--- config.mk ---
export PLATFORM = sky130hd
export DESIGN_NAME = elevator_scheduler
export DESIGN_NICKNAME = d
export VERILOG_FILES = /design/src/rtl/elevator_pkg.sv /design/src/rtl/floor_picker.sv /design/src/rtl/elevator_scheduler.sv
export SDC_FILE = /design/constraint.sdc
export NUM_CORES = 1
export LEC_CHECK = 0
export BUFFER_PORTS_ARGS = -buffer_cell sky130_fd_sc_hd__buf_2
export CAP_MARGIN = 20
export CELL_PAD_IN_SITES_DETAIL_PLACEMENT = 2
export CELL_PAD_IN_SITES_GLOBAL_PLACEMENT = 2
export CORE_UTILIZATION = 33
export CTS_CLUSTER_SIZE = 16
export DETAILED_ROUTE_END_ITERATION = 8
export PLACE_DENSITY_LB_ADDON = 0.08
export SLEW_MARGIN = 10
export SYNTH_ARGS = -nofsm -noshare
export SYNTH_HDL_FRONTEND = slang
export SYNTH_HIERARCHICAL = 1
export SYNTH_SLANG_ARGS = --single-unit
export TNS_END_PERCENT = 5
--- constraint.sdc ---
create_clock -name clk -period 2.9 [get_ports clk]
set_input_delay 0.145 -clock clk [delete_from_list [all_inputs] [get_ports clk]]
set_output_delay 0.145 -clock clk [all_outputs]
set_load 0.03 [all_outputs]
--- src/rtl/elevator_pkg.sv ---
// elevator_pkg: shared FSM states, floor width, direction constants and default floor count
package elevator_pkg;
  typedef enum logic [1:0] {IDLE, SELECT, DISPATCH, WAIT} state_t;
  localparam int FLOOR_W = 4;
  localparam int DEFAULT_N_FLOORS = 16;
  localparam logic UP = 1'b1;
  localparam logic DOWN = 1'b0;
endpackage

--- src/rtl/floor_picker.sv ---
// floor_picker: SCAN target choice; in pending/cur_floor/dir_up, out found/next_floor/next_dir
module floor_picker
  import elevator_pkg::*;
#(
  parameter int N_FLOORS = DEFAULT_N_FLOORS
) (
  input  logic [15:0]        pending,
  input  logic [FLOOR_W-1:0] cur_floor,
  input  logic               dir_up,
  output logic               found,
  output logic [FLOOR_W-1:0] next_floor,
  output logic               next_dir
);
  logic lo_hit, hi_hit;
  logic [FLOOR_W-1:0] lo_floor, hi_floor;
  always_comb begin
    lo_hit = 1'b0;
    lo_floor = '0;
    hi_hit = 1'b0;
    hi_floor = '0;
    for (int i = N_FLOORS - 1; i >= 0; i--)
      if (pending[i] && FLOOR_W'(i) >= cur_floor) begin
        lo_hit = 1'b1;
        lo_floor = FLOOR_W'(i);
      end
    for (int i = 0; i < N_FLOORS; i++)
      if (pending[i] && FLOOR_W'(i) <= cur_floor) begin
        hi_hit = 1'b1;
        hi_floor = FLOOR_W'(i);
      end
    found = lo_hit | hi_hit;
    next_dir = dir_up ? (lo_hit ? UP : DOWN) : (hi_hit ? DOWN : UP);
    next_floor = dir_up ? (lo_hit ? lo_floor : hi_floor) : (hi_hit ? hi_floor : lo_floor);
  end
endmodule

--- src/rtl/elevator_scheduler.sv ---
// elevator_scheduler: latches floor calls, picks SCAN targets, dispatches via tgt_valid/tgt_ready, clears on door_open, sticky fault on arrival timeout
module elevator_scheduler
  import elevator_pkg::*;
#(
  parameter int N_FLOORS = DEFAULT_N_FLOORS,
  parameter int ARRIVE_TIMEOUT = 255
) (
  input  logic               clk,
  input  logic               reset,
  input  logic               on,
  input  logic               req_valid,
  input  logic [FLOOR_W-1:0] req_floor,
  input  logic [FLOOR_W-1:0] cur_floor,
  input  logic               door_open,
  input  logic               tgt_ready,
  output logic               tgt_valid,
  output logic [FLOOR_W-1:0] target_floor,
  output logic               dir_up,
  output logic [15:0]        pending,
  output logic               busy,
  output logic               fault
);
  localparam int WD_W = $clog2(ARRIVE_TIMEOUT + 1);
  state_t state, state_n;
  logic [WD_W-1:0] wd;
  logic pick_found, pick_dir, req_ok, arrive, timeout;
  logic [FLOOR_W-1:0] pick_floor;
  logic [15:0] set_mask, clr_mask;
  floor_picker #(.N_FLOORS(N_FLOORS)) u_picker (
    .pending(pending),
    .cur_floor(cur_floor),
    .dir_up(dir_up),
    .found(pick_found),
    .next_floor(pick_floor),
    .next_dir(pick_dir)
  );
  assign req_ok = req_valid && (32'(req_floor) < N_FLOORS);
  assign set_mask = req_ok ? 16'(1) << req_floor : '0;
  assign arrive = state == WAIT && door_open && cur_floor == target_floor;
  assign clr_mask = arrive ? 16'(1) << target_floor : '0;
  assign timeout = state == WAIT && wd == WD_W'(ARRIVE_TIMEOUT - 1);
  always_comb begin
    tgt_valid = state == DISPATCH;
    busy = state != IDLE;
    state_n = state == IDLE ? ((on && !fault && |pending) ? SELECT : IDLE) :
              state == SELECT ? DISPATCH :
              state == DISPATCH ? (tgt_ready ? WAIT : (!on ? IDLE : DISPATCH)) :
              ((arrive || timeout) ? IDLE : WAIT);
  end
  always_ff @(posedge clk)
    if (reset) state <= IDLE;
    else state <= state_n;
  always_ff @(posedge clk)
    if (reset) begin
      pending <= '0;
      dir_up <= UP;
      target_floor <= '0;
      wd <= '0;
      fault <= 1'b0;
    end else begin
      pending <= (pending | set_mask) & ~clr_mask;
      if (state == SELECT && pick_found) begin
        target_floor <= pick_floor;
        dir_up <= pick_dir;
      end
      wd <= state == WAIT ? wd + 1'b1 : '0;
      if (timeout && !arrive) fault <= 1'b1;
    end
endmodule

Word level (Yosys, flattened, before mapping)
Index checks and enable logic that the tools add are counted.
{ "word_totals": {"ff_bits": 32, "word_cells": 175, "out_inout_bits": 24, "input_bits": 14} }
{ "op_classes": {"order_cmp": 32, "bitwise_logic": 5, "n_reduce_logical": 46, "shift": 2, "n_addsub": 1, "eq_ne": 5, "muxes": 78} }
{ "op_table": {"columns": ["op", "count"], "rows": [
  ["$mux 4", 27],
  ["$logic_and 1x1->1", 39],
  ["$mux 1", 37],
  ["$ge 4x4->1 const A", 8],
  ["$le 4x4->1 const A", 8],
  ["$mux 16", 2],
  ["$shl 1x4->16 const A", 2],
  ["$and 16x16->16", 1],
  ["$ge 3x4->1 const A", 4],
  ["$le 3x4->1 const A", 4],
  ["$mux 2", 8],
  ["$not 16->16", 1],
  ["$or 16x16->16", 1],
  ["$reduce_or 16->1", 1],
  ["$mux 3", 4],
  ["$add 8x1->8 const B", 1],
  ["$eq 8x8->1 const B", 1],
  ["$ge 1x4->1 const A", 2],
  ["$ge 2x4->1 const A", 2],
  ["$le 1x4->1 const A", 2],
  ["$le 2x4->1 const A", 2],
  ["$eq 2x2->1 const B", 2],
  ["$eq 4x4->1", 1],
  ["$eq 2x1->1 const B", 1],
  ["other kinds (7)", 8]
]} }

Longest topological paths before layout
Gate-level depths: netlist of run 1.
{ "logic_depth": {"ltp_word": 20, "depth_mapped": 10, "ltp_nobuf": 8} }

Modules after synthesis
The synthesis of run 1 kept the hierarchy.
{ "modules_own_cells": {"columns": ["mod", "cells_per_inst", "instances", "area_per_inst_um2", "seq_area_each_um2"], "rows": [
  ["elevator_scheduler", 161, 1, 1450.1, 640.6],
  ["floor_picker", 136, 1, 850.8, 0.0]
]} }

Worst setup path before layout of run 1
No wires, ideal clock.
{ "synth_timing": {"path_type": "register -> register", "start": "register pending[10]", "end": "register dir_up", "setup_slack_ps": 270, "arrival_time_ps": 2510, "setup_time_ps": 120, "stages_incl_launch_ff": 9, "path_buffers": 0, "path_cell_list": "dfxtp_1 o21a_1 o221ai_1 nand4_1 or4b_4 or4_1 nand3b_1 nor2_1 a211o_1"} }
{ "synth_between": {"elab_chain_len": 14, "elab_cells_between_ends": 24} }
{ "synth_lines": {"columns": ["item", "line_no", "rtl"], "rows": [
  ["from (decl)", "elevator_scheduler.sv:19", "output logic [15:0] pending,"],
  ["from (signal assigned)", "elevator_scheduler.sv:61", "pending <= (pending | set_mask) & ~clr_mask;"],
  ["$logic_and 1x1->1", "floor_picker.sv:22", "if (pending[i] && FLOOR_W'(i) >= cur_floor) begin"],
  ["$mux 1 (11 in a row)", "floor_picker.sv:22", null],
  ["$or 1x1->1 (*)", "floor_picker.sv:31", "found = lo_hit | hi_hit;"],
  ["named net pick_found", "elevator_scheduler.sv:26", "logic pick_found, pick_dir, req_ok, arrive, timeout;"],
  ["$logic_and 1x1->1 (*)", "elevator_scheduler.sv:62", "if (state == SELECT && pick_found) begin"],
  ["to (signal assigned)", "elevator_scheduler.sv:64", "dir_up <= pick_dir;"],
  ["to (decl)", "elevator_scheduler.sv:18", "output logic dir_up,"]
]} }
The timed path passes the listed nets; every way through them passes the cells marked *.
A chain may end at the register's enable or synchronous reset.

Worst setup path after layout of run 1
Same ends and word-level chain as after synthesis.

==> results of run 1 <==
==> logic make-up (layout without fill, tap and decap cells) <==
group                      count (synthesis)  in the layout
DFF                                       32             32
xor gates and xnor gates                   9              9
buffers and inverters                     27             80
AOI/OAI and AO/OA                        114            114
muxes                                      9              9
adders and majority gates                  3              3
and+or+nand+nor                          103            103
==> power groups by stage <==
| stage | combinational (mW) | sequential (mW) | clock, mW |
|---|---|---|---|
| 4_1_cts | 0.237 | 0.464 | 0.365 |
| 3_3_place_gp | 0.225 | 0.474 | 0 |
| 5_1_grt | 0.255 | 0.466 | 0.381 |
| 2_1_floorplan | 0.140 | 0.483 | 0 |
| 3_5_place_dp | 0.234 | 0.475 | 0 |
| 6_report | 0.237 | 0.465 | 0.359 |
==> area by class of cell <==
type                            instances  area [um^2]  share of cell area (%)
Clock buffer                            5        68.82                   2.470
Clock inverter                          3        23.77                  0.8532
Inverter                               12        45.04                   1.617
Multi-Input combinational cell        238         1550                   55.64
Sequential cell                        32        640.6                   22.99
Tap cell                               80        100.1                   3.592
Timing Repair Buffer                   60        357.8                   12.84
==> critical path, stage by stage, from the launching register on <==
cell,delay (ns)
sky130_fd_sc_hd__dfxtp_1,0.39
sky130_fd_sc_hd__o21a_1,0.20
sky130_fd_sc_hd__o221ai_1,0.29
sky130_fd_sc_hd__nand4_1,0.18
sky130_fd_sc_hd__or4b_4,0.60
sky130_fd_sc_hd__or4_1,0.41
sky130_fd_sc_hd__nand3b_1,0.27
sky130_fd_sc_hd__nor2_1,0.07
sky130_fd_sc_hd__a211o_1,0.27
==> cell usage in the layout (no fill, tap or decap), types with 3 or more instances in the layout <==
cell,synthesis,routed
sky130_fd_sc_hd__o211ai_1,4,4
sky130_fd_sc_hd__a211oi_1,9,9
sky130_fd_sc_hd__xnor2_1,5,5
sky130_fd_sc_hd__clkbuf_8,0,5
sky130_fd_sc_hd__buf_2,7,37
sky130_fd_sc_hd__xor2_1,4,4
sky130_fd_sc_hd__o22ai_1,3,3
sky130_fd_sc_hd__nand2_1,10,10
sky130_fd_sc_hd__nor2b_1,10,10
sky130_fd_sc_hd__nand2b_1,8,8
sky130_fd_sc_hd__a21oi_1,28,28
sky130_fd_sc_hd__nand3_1,5,5
sky130_fd_sc_hd__o21a_1,9,9
sky130_fd_sc_hd__inv_1,12,12
sky130_fd_sc_hd__mux2i_1,8,8
sky130_fd_sc_hd__dfxtp_1,32,32
sky130_fd_sc_hd__and3_1,5,5
sky130_fd_sc_hd__a31oi_1,9,9
sky130_fd_sc_hd__o21ai_1,8,8
sky130_fd_sc_hd__o31a_1,4,4
sky130_fd_sc_hd__o21ai_0,13,13
sky130_fd_sc_hd__nor4_1,4,4
sky130_fd_sc_hd__nand4_1,6,6
sky130_fd_sc_hd__buf_4,0,23
sky130_fd_sc_hd__nor2_1,33,33
==> worst min path at each step <==
stage               cells after the start        to
CTS                                     3  state[0]
detailed placement                      1     wd[0]
finish                                  3  state[0]
floorplan                               2  state[0]
global placement                        1     wd[0]
global route                            3  state[0]
==> layer usage <==
layer  up-vias  routed length [um]
met5         -                   0
met4         0                 131
met3        11                 293
met2        49                4800
met1      1303                4297
li1       1213                   -
==> flip-flops by register name, indices dropped and copies added (netlist names) <==
| register | flops |
|---|---|
| fault | 1 |
| pending | 16 |
| dir_up | 1 |
| state | 2 |
| wd | 8 |
| target_floor | 4 |
==> metrics.md, run 1 <==
| Metric | Value |
|---|---|
| Fraction of layout instances using a drive strength above 1 | 22.86% |
| Required time worst endpoint | 3.09 ns |
| Placeable core region | 6756 um^2 |
| CP Capture Point | dir_up |
| Synthesized-area fraction occupied by xor and xnor cells | 3.426% |
| Reg2Reg Launch Point | pending[10] |
| Met3 Usage GRT | 3.176% |
| Tightest hold margin | 0.1822 ns |
| Die ar. | 7310 um^2 |
| Post-synthesis share of cell area spent on full adders, half adders and majority gates | 1.523% |
| Post-synth design cell area | 2301 um^2 |
| Number of H-tree branching levels | 2 |
| Worst-case vdd ir drop | 217.7 uV |
| Switching power | 0.3530 mW |
| Global route overflow | 0 |
| Number of distinct standard cells referenced by the synthesized netlist | 64 |
| Fillers | 806 |
| Share of the synthesized area in compound gates (AO/OA/AOI/OAI) | 33.06% |
| First-pass GRT wire length | 14990 um |
| Post-cts gate resize count | 0 |
| Antenna violations before repair | 0 |
| Port Buffer Count | 37 |
| Cell type with the largest total area after synthesis | sky130_fd_sc_hd__dfxtp_1 |
| Met2 track utilization from global routing | 47.71% |
| Worst Setup SP | pending[10] |
| Status | finished, final reports clean |
| Area share of and/or/nand/nor cells after synthesis | 25.23% |
| Startpoint type of the worst setup path | register |
| Initial DRC count | 122 |
| Share of synthesized registers carrying an async set or reset | 0% |
| Diodes inserted | 0 |
| Synth Instances | 297 |
| Number of maximum-capacitance constraint violations | 0 |
| Most instantiated library cell after synthesis | sky130_fd_sc_hd__nor2_1 |
| Setup slack, reg-to-reg | 0.12 ns |
| Setup TNS | 0 ns |
| CTS sink count | 32 |
| Post-Place Cells | 422 |
| RSZ-0062 raised after global routing | no |
| Via count | 2576 |
| Count of cells along the worst register-to-register path | 8 |
| Hold wc startpoint | tgt_ready |
| Synth Area per Inst | 7.747 um^2 |
| Total track usage | 26.93% |
| Worst slew pin tran | 0.5738 ns |
| Final instance count without filler cells | 430 |
| Share of the synthesized area in the top cell type | 27.84% |
| Count of flip-flops with a built-in enable after synthesis | 0 |
| Most frequently used flop master after synthesis | sky130_fd_sc_hd__dfxtp_1 |
| Post-CTS clock slew at the launch and capture registers of the worst setup and hold paths | 0.08 ns |
| Static leakage power | 1.149 nW |
| Final Hold Fails | 0 |
| Areal power density over the cells | 380.6 nW/um^2 |
| Final Max Tran Viols | 0 |
| Fraction of power spent switching nets | 33.28% |
| Number of vias per cell after detailed routing | 5.991 |
| Power share of the sequential group | 43.8% |
| Number of buffers added to fix hold violations after cts | 0 |
| Final setup margin | 0.1178 ns |
| Top Ports | 38 |
| Maximum number of pins on one net before global-route repair | 26 |
| Arrival time of the worst setup path | 2.97 ns |
| Setup WS pre-CTS | 0.1268 ns |
| Clk pwr share | 33.9% |
| Routed wirelength normalized by instance count | 22.15 um |
| Tmin final | 2.782 ns |
| WS Path Type | reg2reg |
| Commonest cells in the netlist | sky130_fd_sc_hd__nor2_1 (33), sky130_fd_sc_hd__dfxtp_1 (32), sky130_fd_sc_hd__a21oi_1 (28) |
| Cell types occupying the most area after synthesis | sky130_fd_sc_hd__dfxtp_1 (28%), sky130_fd_sc_hd__a21oi_1 (6.1%), sky130_fd_sc_hd__nor2_1 (5.4%), sky130_fd_sc_hd__mux2i_1 (3.5%), sky130_fd_sc_hd__a211oi_1 (2.9%) |
| Post-synth net total | 313 |
| Crit. End Element | register |
| Share of the yosys chip area belonging to registers | 27.84% |
| Post-DP HPWL | 7239 um |
| Clock buffers created by TritonCTS | 5 |
| Weighted congestion reported at the end of routability-driven placement | 0.8986 |
| GR peak layer | met2 |
| Layout net count | 365 |
| DRC errors left | 0 |
| Worst-path fanout max | 6 |
| Routed Wire Length | 9523 um |
| Post-route cell area | 2786 um^2 |
| Setup-violating endpoint count in the final report | 0 |
| Path type of the worst min-delay path | in2reg |
| Total Power Consumption | 1.061 mW |
| Post-CTS repair timing setup buffer count | 0 |
| Terminus of the critical flop-to-flop path | dir_up |
| Dominant combinational cell family by area after synthesis | compound AO/OA/AOI/OAI gates |
| Via count of the first global-routing pass | 2703 |
| Slew HR | 61.67% |
| Number of search-and-repair iterations in the first detailed-routing pass | 4 |
| Combinational fraction of design power | 22.3% |
| Synth warn | 6 |
| Register bit total from synthesis | 32 |
| Cell-internal power | 0.7076 mW |
| Mux share of post-synthesis cell area | 4.133% |
| Latest clock arrival within the worst-skew pair | 0.29 ns |
| Layout Area Growth over Synthesis | 21.10% |
| Number of buffers on the longest clock path | 2 |
| Instance area at placement | 2694 um^2 |
| Die Y-Extent | 85.50 um |
| Clock tree from TritonCTS | built |
| Placement Rows | 30 |
| Post-detailed-route count of antenna-violating nets | 0 |
| Clock Root Buffer | sky130_fd_sc_hd__clkbuf_8 |
| Met1 Resource Use GR | 34.94% |
| Width of the chip | 85.50 um |
| Peak clock frequency supported by timing | 359.4 MHz |
| Clock skew after layout | 0.01090 ns |
| Portion of the clock cycle consumed by the worst path in the final layout | 95.94% |
| Initial Utilization | 34.06% |
| Final core utilization | 41.24% |
No activity file was read; power rests on OpenSTA's default activity.
==> run 2: changes to the inputs <==
--- a/config.mk
+++ b/config.mk
@@ -6,16 +6,15 @@
 export NUM_CORES = 1
 export LEC_CHECK = 0
 export BUFFER_PORTS_ARGS = -buffer_cell sky130_fd_sc_hd__buf_2
-export CAP_MARGIN = 20
 export CELL_PAD_IN_SITES_DETAIL_PLACEMENT = 2
 export CELL_PAD_IN_SITES_GLOBAL_PLACEMENT = 2
 export CORE_UTILIZATION = 33
 export CTS_CLUSTER_SIZE = 16
 export DETAILED_ROUTE_END_ITERATION = 8
 export PLACE_DENSITY_LB_ADDON = 0.08
+export REMOVE_ABC_BUFFERS = 1
 export SLEW_MARGIN = 10
 export SYNTH_ARGS = -nofsm -noshare
 export SYNTH_HDL_FRONTEND = slang
-export SYNTH_HIERARCHICAL = 1
 export SYNTH_SLANG_ARGS = --single-unit
 export TNS_END_PERCENT = 5
==> run 2 against run 1 <==
Non-clock buffer count shrank 18. Critical endpoint is now target_floor[1]. Highest routed layer unchanged. Die area grew 1.3%. Synthesized cell count shrank 2.0%. Setup slack gained 0.56 ns. Sequential power grew 2%. Critical path type unchanged. Clock-buffer cell count grew 1. Clock power grew 21%. Final cell count shrank 2.1%. Power grew 8.0%. Clock skew shrank 0.0015 ns. Register-to-register slack gained 0.56 ns. Flip-flop and latch count is the same.
==> metrics.md, run 2 <==
| Metric | Value |
|---|---|
| First-pass GRT wire length | 12740 um (-15%) |
| Share of synthesized registers carrying an async set or reset | 0% (unchanged) |
| Static leakage power | 1.019 nW (-11%) |
| Path type of the worst min-delay path | in2reg |
| Clock Root Buffer | sky130_fd_sc_hd__clkbuf_8 |
| Die Y-Extent | 86.05 um (+0.64%) |
| Tightest hold margin | 0.2467 ns (+0.06441 ns) |
| Synth warn | 0 (-6) |
| Number of H-tree branching levels | 2 (unchanged) |
| Final Max Tran Viols | 0 (unchanged) |
| Worst-case vdd ir drop | 218.1 uV (+0.15%) |
| Status | finished, final reports clean |
| Synth Area per Inst | 8.010 um^2 (+3.4%) |
| Clock buffers created by TritonCTS | 5 (unchanged) |
| Maximum number of pins on one net before global-route repair | 30 (+15%) |
| Diodes inserted | 0 (unchanged) |
| Arrival time of the worst setup path | 2.44 ns (-0.53 ns) |
| Post-DP HPWL | 5881 um (-19%) |
| Layout net count | 340 (-6.8%) |
| Clock tree from TritonCTS | built |
| Fillers | 814 (+0.99%) |
| Post-detailed-route count of antenna-violating nets | 0 (unchanged) |
| Post-CTS repair timing setup buffer count | 0 (unchanged) |
| Final instance count without filler cells | 421 (-2.1%) |
| DRC errors left | 0 (unchanged) |
| Largest register by flop count | pending |
| Clock skew after layout | 0.009359 ns (-0.001544 ns) |
| Post-synth design cell area | 2331 um^2 (+1.3%) |
| Share of the synthesized area in the top cell type | 27.48% (-0.36 points) |
| Final core utilization | 39.26% (-2.0 points) |
| Max reg flops | 16 (unchanged) |
| Peak clock frequency supported by timing | 449.1 MHz (+25%) |
| Instance area at placement | 2560 um^2 (-5.0%) |
| Initial Utilization | 34.31% (+0.25 points) |
| Number of stages on the worst hold path | 3 (unchanged) |
| RSZ-0062 raised after global routing | no |
| Largest registers | pending: 16 flops, wd: 8 flops, target_floor: 4 flops |
| Synth Instances | 291 (-2.0%) |
| Cell types occupying the most area after synthesis | sky130_fd_sc_hd__dfxtp_1 (27%), sky130_fd_sc_hd__a21oi_1 (5.8%), sky130_fd_sc_hd__nor2_1 (5.3%), sky130_fd_sc_hd__o21ai_0 (4.5%), sky130_fd_sc_hd__nor2b_1 (3.8%) |
| Placeable core region | 6794 um^2 (+0.56%) |
| Count of cells along the worst register-to-register path | 7 (-1) |
| Port Buffer Count | 37 (unchanged) |
| Crit. End Element | register |
| Count of flip-flops with a built-in enable after synthesis | 0 (unchanged) |
| Total Power Consumption | 1.145 mW (+8.0%) |
| Startpoint type of the worst setup path | register |
| Antenna violations before repair | 0 (unchanged) |
| Tmin final | 2.227 ns (-0.5554 ns) |
| Setup-violating endpoint count in the final report | 0 (unchanged) |
| Final setup margin | 0.6732 ns (+0.5554 ns) |
| Latest clock arrival within the worst-skew pair | 0.29 ns (about the same) |
| Portion of the clock cycle consumed by the worst path in the final layout | 76.79% (-19 points) |
| Required time worst endpoint | 3.12 ns (+0.03 ns) |
| Post-CTS clock slew at the launch and capture registers of the worst setup and hold paths | 0.08 ns (about the same) |
| Most instantiated library cell after synthesis | sky130_fd_sc_hd__nor2_1 |
| Routed Wire Length | 7903 um (-17%) |
| Setup TNS | 0 ns (unchanged) |
| Post-cts gate resize count | 0 (unchanged) |
| Post-route cell area | 2668 um^2 (-4.3%) |
| Placement Rows | 30 (unchanged) |
| Routed wirelength normalized by instance count | 18.77 um (-15%) |
| Global route overflow | 0 (unchanged) |
| Total track usage | 22.41% (-4.5 points) |
| Via count | 2361 (-8.3%) |
| Slew HR | 61.05% (-0.62 points) |
| Number of distinct standard cells referenced by the synthesized netlist | 63 (-1.6%) |
| Layout Area Growth over Synthesis | 14.44% |
| Via count of the first global-routing pass | 2355 (-13%) |
| Cell type with the largest total area after synthesis | sky130_fd_sc_hd__dfxtp_1 |
| Number of buffers on the longest clock path | 2 (unchanged) |
| Commonest cells in the netlist | sky130_fd_sc_hd__nor2_1 (33), sky130_fd_sc_hd__dfxtp_1 (32), sky130_fd_sc_hd__a21oi_1 (27) |
| Number of maximum-capacitance constraint violations | 0 (unchanged) |
| Die ar. | 7404 um^2 (+1.3%) |
| Most frequently used flop master after synthesis | sky130_fd_sc_hd__dfxtp_1 |
| Final Hold Fails | 0 (unchanged) |
| Setup WS pre-CTS | 0.3979 ns (+0.2710 ns) |
| Weighted congestion reported at the end of routability-driven placement | 0.7518 (-16%) |
| Register bit total from synthesis | 32 (unchanged) |
| Most common library cell in the layout ignoring fill and taps | sky130_fd_sc_hd__buf_2 |
| Post-Place Cells | 413 (-2.1%) |
| Areal power density over the cells | 429.2 nW/um^2 (+13%) |
| Number of vias per cell after detailed routing | 5.608 (-6.4%) |
| Top library cells by usage in the layout, fill and taps aside | sky130_fd_sc_hd__buf_2 (37), sky130_fd_sc_hd__nor2_1 (33), sky130_fd_sc_hd__dfxtp_1 (32) |
| Width of the chip | 86.05 um (+0.64%) |
| Top Ports | 38 (unchanged) |
| CTS sink count | 32 (unchanged) |
| Worst slew pin tran | 0.5798 ns (+0.006063 ns) |
| Worst-path fanout max | 5 (-1) |
| Number of search-and-repair iterations in the first detailed-routing pass | 4 (unchanged) |
| Share of the yosys chip area belonging to registers | 27.48% (-0.36 points) |
| WS Path Type | reg2reg |
| Fraction of layout instances using a drive strength above 1 | 20.00% (-2.9 points) |
| Initial DRC count | 149 (+22%) |
| Number of buffers added to fix hold violations after cts | 0 (unchanged) |
-- run 2: logic make-up after synthesis --
group                      Yosys count  synth area share [%]
AOI/OAI and AO/OA                  105                 30.43
xor gates and xnor gates            10                 3.758
adders and majority gates            2                 1.073
buffers and inverters               25                 6.334
DFF                                 32                 27.48
muxes                                5                 2.898
and+or+nand+nor                    112                 28.02
-- run 2: final timing paths --
kind / startpoint / end / slack [ns]
worst max-delay path: pending[0] / target_floor[1] / 0.67
worst min-delay path: req_floor[2] / pending[15] / 0.25
worst max register to register: pending[0] / target_floor[1] / 0.67
worst min register to register: wd[0] / wd[0] / 0.50
-- run 2: area by class of cell --
cell class                 count  area [um^2]  area share, %
multi-input combinational    234         1543          57.83
sequential                    32        640.6          24.01
timing repair buffer          42        222.7          8.349
tap                           96        120.1          4.503
clock buffer                   6        72.57          2.720
clock inverter                 2        35.03          1.313
inverter                       9        33.78          1.266
-- run 2: critical path: stages (launching register included) --
cell                       delay [ns]
sky130_fd_sc_hd__dfxtp_1         0.36
sky130_fd_sc_hd__and2b_1         0.17
sky130_fd_sc_hd__o21ai_0         0.20
sky130_fd_sc_hd__o21ai_0         0.22
sky130_fd_sc_hd__or3_4           0.46
sky130_fd_sc_hd__mux2i_4         0.23
sky130_fd_sc_hd__mux2_4          0.33
sky130_fd_sc_hd__a211oi_2        0.20
-- run 2: where the power goes --
group | switching (mW) | total [mW] | leakage [nW] | internal, mW
clock | 0.179 | 0.434 | 0.0552 | 0.255
sequential | 0.0224 | 0.474 | 0.259 | 0.451
combinational | 0.150 | 0.237 | 0.705 | 0.0873
total | 0.351 | 1.15 | 1.02 | 0.794
-- run 2: metal layers --
metal  up-vias  share of wire [%]  wire [um]  global-route usage [%]
met1      1168                 50       3977                   31.39
li1       1144                  -          -                       -
met2        40                 46       3611                   35.64
met5         -                  0          0                       0
met4         0                1.7        132                   6.818
met3         9                2.3        181                   2.984
==> run 3: changes to the inputs <==
--- a/config.mk
+++ b/config.mk
@@ -5,10 +5,11 @@
 export SDC_FILE = /design/constraint.sdc
 export NUM_CORES = 1
 export LEC_CHECK = 0
+export ABC_AREA = 1
 export BUFFER_PORTS_ARGS = -buffer_cell sky130_fd_sc_hd__buf_2
 export CELL_PAD_IN_SITES_DETAIL_PLACEMENT = 2
 export CELL_PAD_IN_SITES_GLOBAL_PLACEMENT = 2
-export CORE_UTILIZATION = 33
+export CORE_UTILIZATION = 29
 export CTS_CLUSTER_SIZE = 16
 export DETAILED_ROUTE_END_ITERATION = 8
 export PLACE_DENSITY_LB_ADDON = 0.08
==> constraint.sdc (replaced) <==
create_clock -name clk -period 2.1 [get_ports clk]
set_input_delay 0.105 -clock clk [delete_from_list [all_inputs] [get_ports clk]]
set_output_delay 0.105 -clock clk [all_outputs]
set_load 0.03 [all_outputs]
==> run 3 against run 2 <==
Non-clock buffer count is 4 higher. Combinational power rose by 61%. Critical endpoint is now target_floor[3]. Clock-buffer cell count increased by 1. Synthesized cell count is 26% higher. Power increased by 48%. Die area grew 10%. Final cell count is 22% higher. First-iteration DRC count is 52% lower.
==> metrics.md, run 3 <==
| Metric | Value |
|---|---|
| Number of H-tree branching levels | 2 (unchanged) |
| Number of buffers added to fix hold violations after cts | 0 (unchanged) |
| Layout net count | 430 (+26%) |
| Worst-case vdd ir drop | 234.9 uV (+7.7%) |
| Layout Area Growth over Synthesis | 21.21% |
| CTS sink count | 32 (unchanged) |
| Areal power density over the cells | 620.8 nW/um^2 (+45%) |
| Hold wc startpoint | reset |
| Number of maximum-capacitance constraint violations | 0 (unchanged) |
| Startpoint type of the worst setup path | register |
| Maximum number of pins on one net before global-route repair | 20 (-33%) |
| Placement Rows | 31 (+3.3%) |
| Initial Utilization | 30.50% (-3.8 points) |
| Via count | 2534 (+7.3%) |
| Fraction of power spent switching nets | 31.73% (+1.1 points) |
| Top Ports | 38 (unchanged) |
| Synth Area per Inst | 6.157 um^2 (-23%) |
| Clk pwr share | 39.4% (+1.5 points) |
| Crit. End Element | register |
| Share of the synthesized area in compound gates (AO/OA/AOI/OAI) | 16.61% (-14 points) |
| Peak clock frequency supported by timing | 548.8 MHz (+22%) |
| Cell-internal power | 1.161 mW (+46%) |
| Status | finished, final reports clean |
| Width of the chip | 90.27 um (+4.9%) |
| Worst Setup SP | pending[12] |
| Required time worst endpoint | 2.32 ns (-0.80 ns) |
| Switching power | 0.5395 mW (+54%) |
| Fillers | 972 (+19%) |
| Worst-path fanout max | 4 (-1) |
| Post-CTS clock slew at the launch and capture registers of the worst setup and hold paths | 0.08 ns (about the same) |
| Share of the synthesized area in the top cell type | 28.35% (+0.87 points) |
| Post-DP HPWL | 7202 um (+22%) |
| WS Path Type | reg2reg |
| Diodes inserted | 0 (unchanged) |
| Via count of the first global-routing pass | 2719 (+15%) |
| Weighted congestion reported at the end of routability-driven placement | 0.8003 (+6.5%) |
| Final core utilization | 36.97% (-2.3 points) |
| Instance area at placement | 2610 um^2 (+2.0%) |
| Placeable core region | 7408 um^2 (+9.0%) |
| Synthesized-area fraction occupied by xor and xnor cells | 0.7752% (-3.0 points) |
| Most common library cell in the layout ignoring fill and taps | sky130_fd_sc_hd__nand2_1 |
| Path type of the worst min-delay path | in2reg |
| Largest register by flop count | pending |
| Post-route cell area | 2739 um^2 (+2.7%) |
| Post-detailed-route count of antenna-violating nets | 0 (unchanged) |
| Routed Wire Length | 8573 um (+8.5%) |
| Portion of the clock cycle consumed by the worst path in the final layout | 86.77% (+10 points) |
| Initial DRC count | 71 (-52%) |
| Power share of the sequential group | 38.2% (-3.2 points) |
| Count of flip-flops with a built-in enable after synthesis | 0 (unchanged) |
| Post-CTS repair timing setup buffer count | 0 (unchanged) |
| First-pass GRT wire length | 13880 um (+8.9%) |
| Share of synthesized registers carrying an async set or reset | 0% (unchanged) |
| Clock Root Buffer | sky130_fd_sc_hd__clkbuf_8 |
| Synth Instances | 367 (+26%) |
| Share of the yosys chip area belonging to registers | 28.35% (+0.87 points) |
| Number of buffers on the longest clock path | 2 (unchanged) |
| Reg2Reg Launch Point | pending[12] |
| RSZ-0062 raised after global routing | no |
| Clock buffers created by TritonCTS | 5 (unchanged) |
| Antenna violations before repair | 0 (unchanged) |
| Clock tree from TritonCTS | built |
| Final Max Tran Viols | 0 (unchanged) |
| Post-synth design cell area | 2260 um^2 (-3.1%) |
| Final Hold Fails | 0 (unchanged) |
| Tmin final | 1.822 ns (-0.4046 ns) |
| Post-synthesis share of cell area spent on full adders, half adders and majority gates | 1.107% (+0.034 points) |
| Slew HR | 77.06% (+16 points) |
| Cell types occupying the most area after synthesis | sky130_fd_sc_hd__dfxtp_1 (28%), sky130_fd_sc_hd__nand2_1 (12%), sky130_fd_sc_hd__inv_1 (11%), sky130_fd_sc_hd__nand3_1 (9.5%), sky130_fd_sc_hd__nor2_1 (6.8%) |
| Commonest cells in the netlist | sky130_fd_sc_hd__nand2_1 (73), sky130_fd_sc_hd__inv_1 (69), sky130_fd_sc_hd__nand3_1 (43) |
| Die Y-Extent | 90.27 um (+4.9%) |
| CP cell instances | inv_1 > nor2_1 > nor2_1 > nand3_1 > nor2_2 > nand3_1 > nand2_1 > nand2_2 > o21ai_1 > nand3_1 > a21oi_2 |
| Worst slew pin tran | 0.3354 ns (-0.2444 ns) |
| Post-Place Cells | 506 (+23%) |
| Latest clock arrival within the worst-skew pair | 0.29 ns (about the same) |
| Tightest hold margin | 0.06353 ns (-0.1831 ns) |
| Most frequently used flop master after synthesis | sky130_fd_sc_hd__dfxtp_1 |
| Setup-violating endpoint count in the final report | 0 (unchanged) |
| Arrival time of the worst setup path | 2.05 ns (-0.39 ns) |
| Static leakage power | 1.424 nW (+40%) |
| Combinational fraction of design power | 22.4% (+1.7 points) |
| Area share of and/or/nand/nor cells after synthesis | 39.37% (+11 points) |
| Cell type with the largest total area after synthesis | sky130_fd_sc_hd__dfxtp_1 |
| Top library cells by usage in the layout, fill and taps aside | sky130_fd_sc_hd__nand2_1 (73), sky130_fd_sc_hd__inv_1 (69), sky130_fd_sc_hd__nand3_1 (43) |
| Synth warn | 0 (unchanged) |
| Critical Path Max Stage Delay | 0.33 ns (-0.13 ns) |
| Setup TNS | 0 ns (unchanged) |
| Mux share of post-synthesis cell area | 0% (-2.9 points) |
| Global route overflow | 0 (unchanged) |
| Routed wirelength normalized by instance count | 16.68 um (-11%) |
| Number of search-and-repair iterations in the first detailed-routing pass | 4 (unchanged) |
| Most instantiated library cell after synthesis | sky130_fd_sc_hd__nand2_1 |
| Fraction of layout instances using a drive strength above 1 | 19.28% (-0.72 points) |
| Total track usage | 21.94% (-0.47 points) |
| Max reg flops | 16 (unchanged) |
| Number of distinct standard cells referenced by the synthesized netlist | 36 (-43%) |
| DRC errors left | 0 (unchanged) |
| Final instance count without filler cells | 514 (+22%) |
| Dominant combinational cell family by area after synthesis | simple AND/OR/NAND/NOR gates |
| Largest registers | pending: 16 flops, wd: 8 flops, target_floor: 4 flops |
| Post-cts gate resize count | 0 (unchanged) |
| Port Buffer Count | 37 (unchanged) |
| Number of vias per cell after detailed routing | 4.930 (-12%) |
| Clock skew after layout | 0.009386 ns (+0.00002706 ns) |
| Register bit total from synthesis | 32 (unchanged) |
| Standard cell with the maximum stage delay on the critical path | sky130_fd_sc_hd__dfxtp_1 |
| Crit path top cell by count | sky130_fd_sc_hd__nand3_1 |
| Die ar. | 8149 um^2 (+10%) |
-- run 3: final cells by class --
| type | count | area [um^2] | area share (%) |
|---|---|---|---|
| clock inverter | 1 | 30.03 | 1.096 |
| multi-input combinational | 257 | 1310 | 47.83 |
| timing repair buffer | 46 | 265.3 | 9.685 |
| inverter | 72 | 272.8 | 9.959 |
| tap | 99 | 123.9 | 4.523 |
| clock buffer | 7 | 96.34 | 3.518 |
| sequential | 32 | 640.6 | 23.39 |
-- run 3: worst paths after layout --
check | to | cells after the start | slack [ns]
setup reg to reg | target_floor[3] | 11 | 0.28
setup / recovery | target_floor[3] | 11 | 0.28
hold reg to reg | wd[0] | 1 | 0.46
hold / removal | state[0] | 2 | 0.06
-- run 3: worst max-delay path, delay by kind of cell, from the launching register on --
kind                   cells  cell delay, ns
AOI/OAI and AO/OA          2            0.30
and+or+nand+nor            8            1.04
DFF                        1            0.33
buffers and inverters      1            0.10
-- run 3: cell families (layout without fill, tap and decap cells) --
group / Yosys count / in the layout
AOI/OAI and AO/OA: 62 / 62
and+or+nand+nor: 191 / 191
DFF: 32 / 32
adders and majority gates: 2 / 2
buffers and inverters: 78 / 126
xor gates and xnor gates: 2 / 2
-- run 3: layer usage --
| layer | up-vias | track usage [%] | part of all wire, % |
|---|---|---|---|
| li1 | 1274 | - | - |
| met1 | 1221 | 27.91 | 49 |
| met2 | 33 | 38.61 | 48 |
| met3 | 6 | 3.367 | 2.3 |
| met4 | 0 | 5.376 | 0.82 |
| met5 | - | 0 | 0 |
-- run 3: through the flow --
step | setup slack, ns | power (mW)
finish | 0.2778 | 1.700
global placement | 0.1407 | 1.033
detailed placement | 0.02436 | 1.043
floorplan | 0.4328 | 0.9019
CTS | 0.1600 | 1.721
global route | 0.02797 | 1.777
-- run 3: power by group through the flow --
| stage | clock, mW | combinational (mW) | sequential, mW |
|---|---|---|---|
| floorplan | 0 | 0.211 | 0.691 |
| global placement | 0 | 0.370 | 0.663 |
| detailed placement | 0 | 0.379 | 0.664 |
| CTS | 0.689 | 0.382 | 0.650 |
| global route | 0.706 | 0.418 | 0.653 |
| finish | 0.670 | 0.381 | 0.650 |
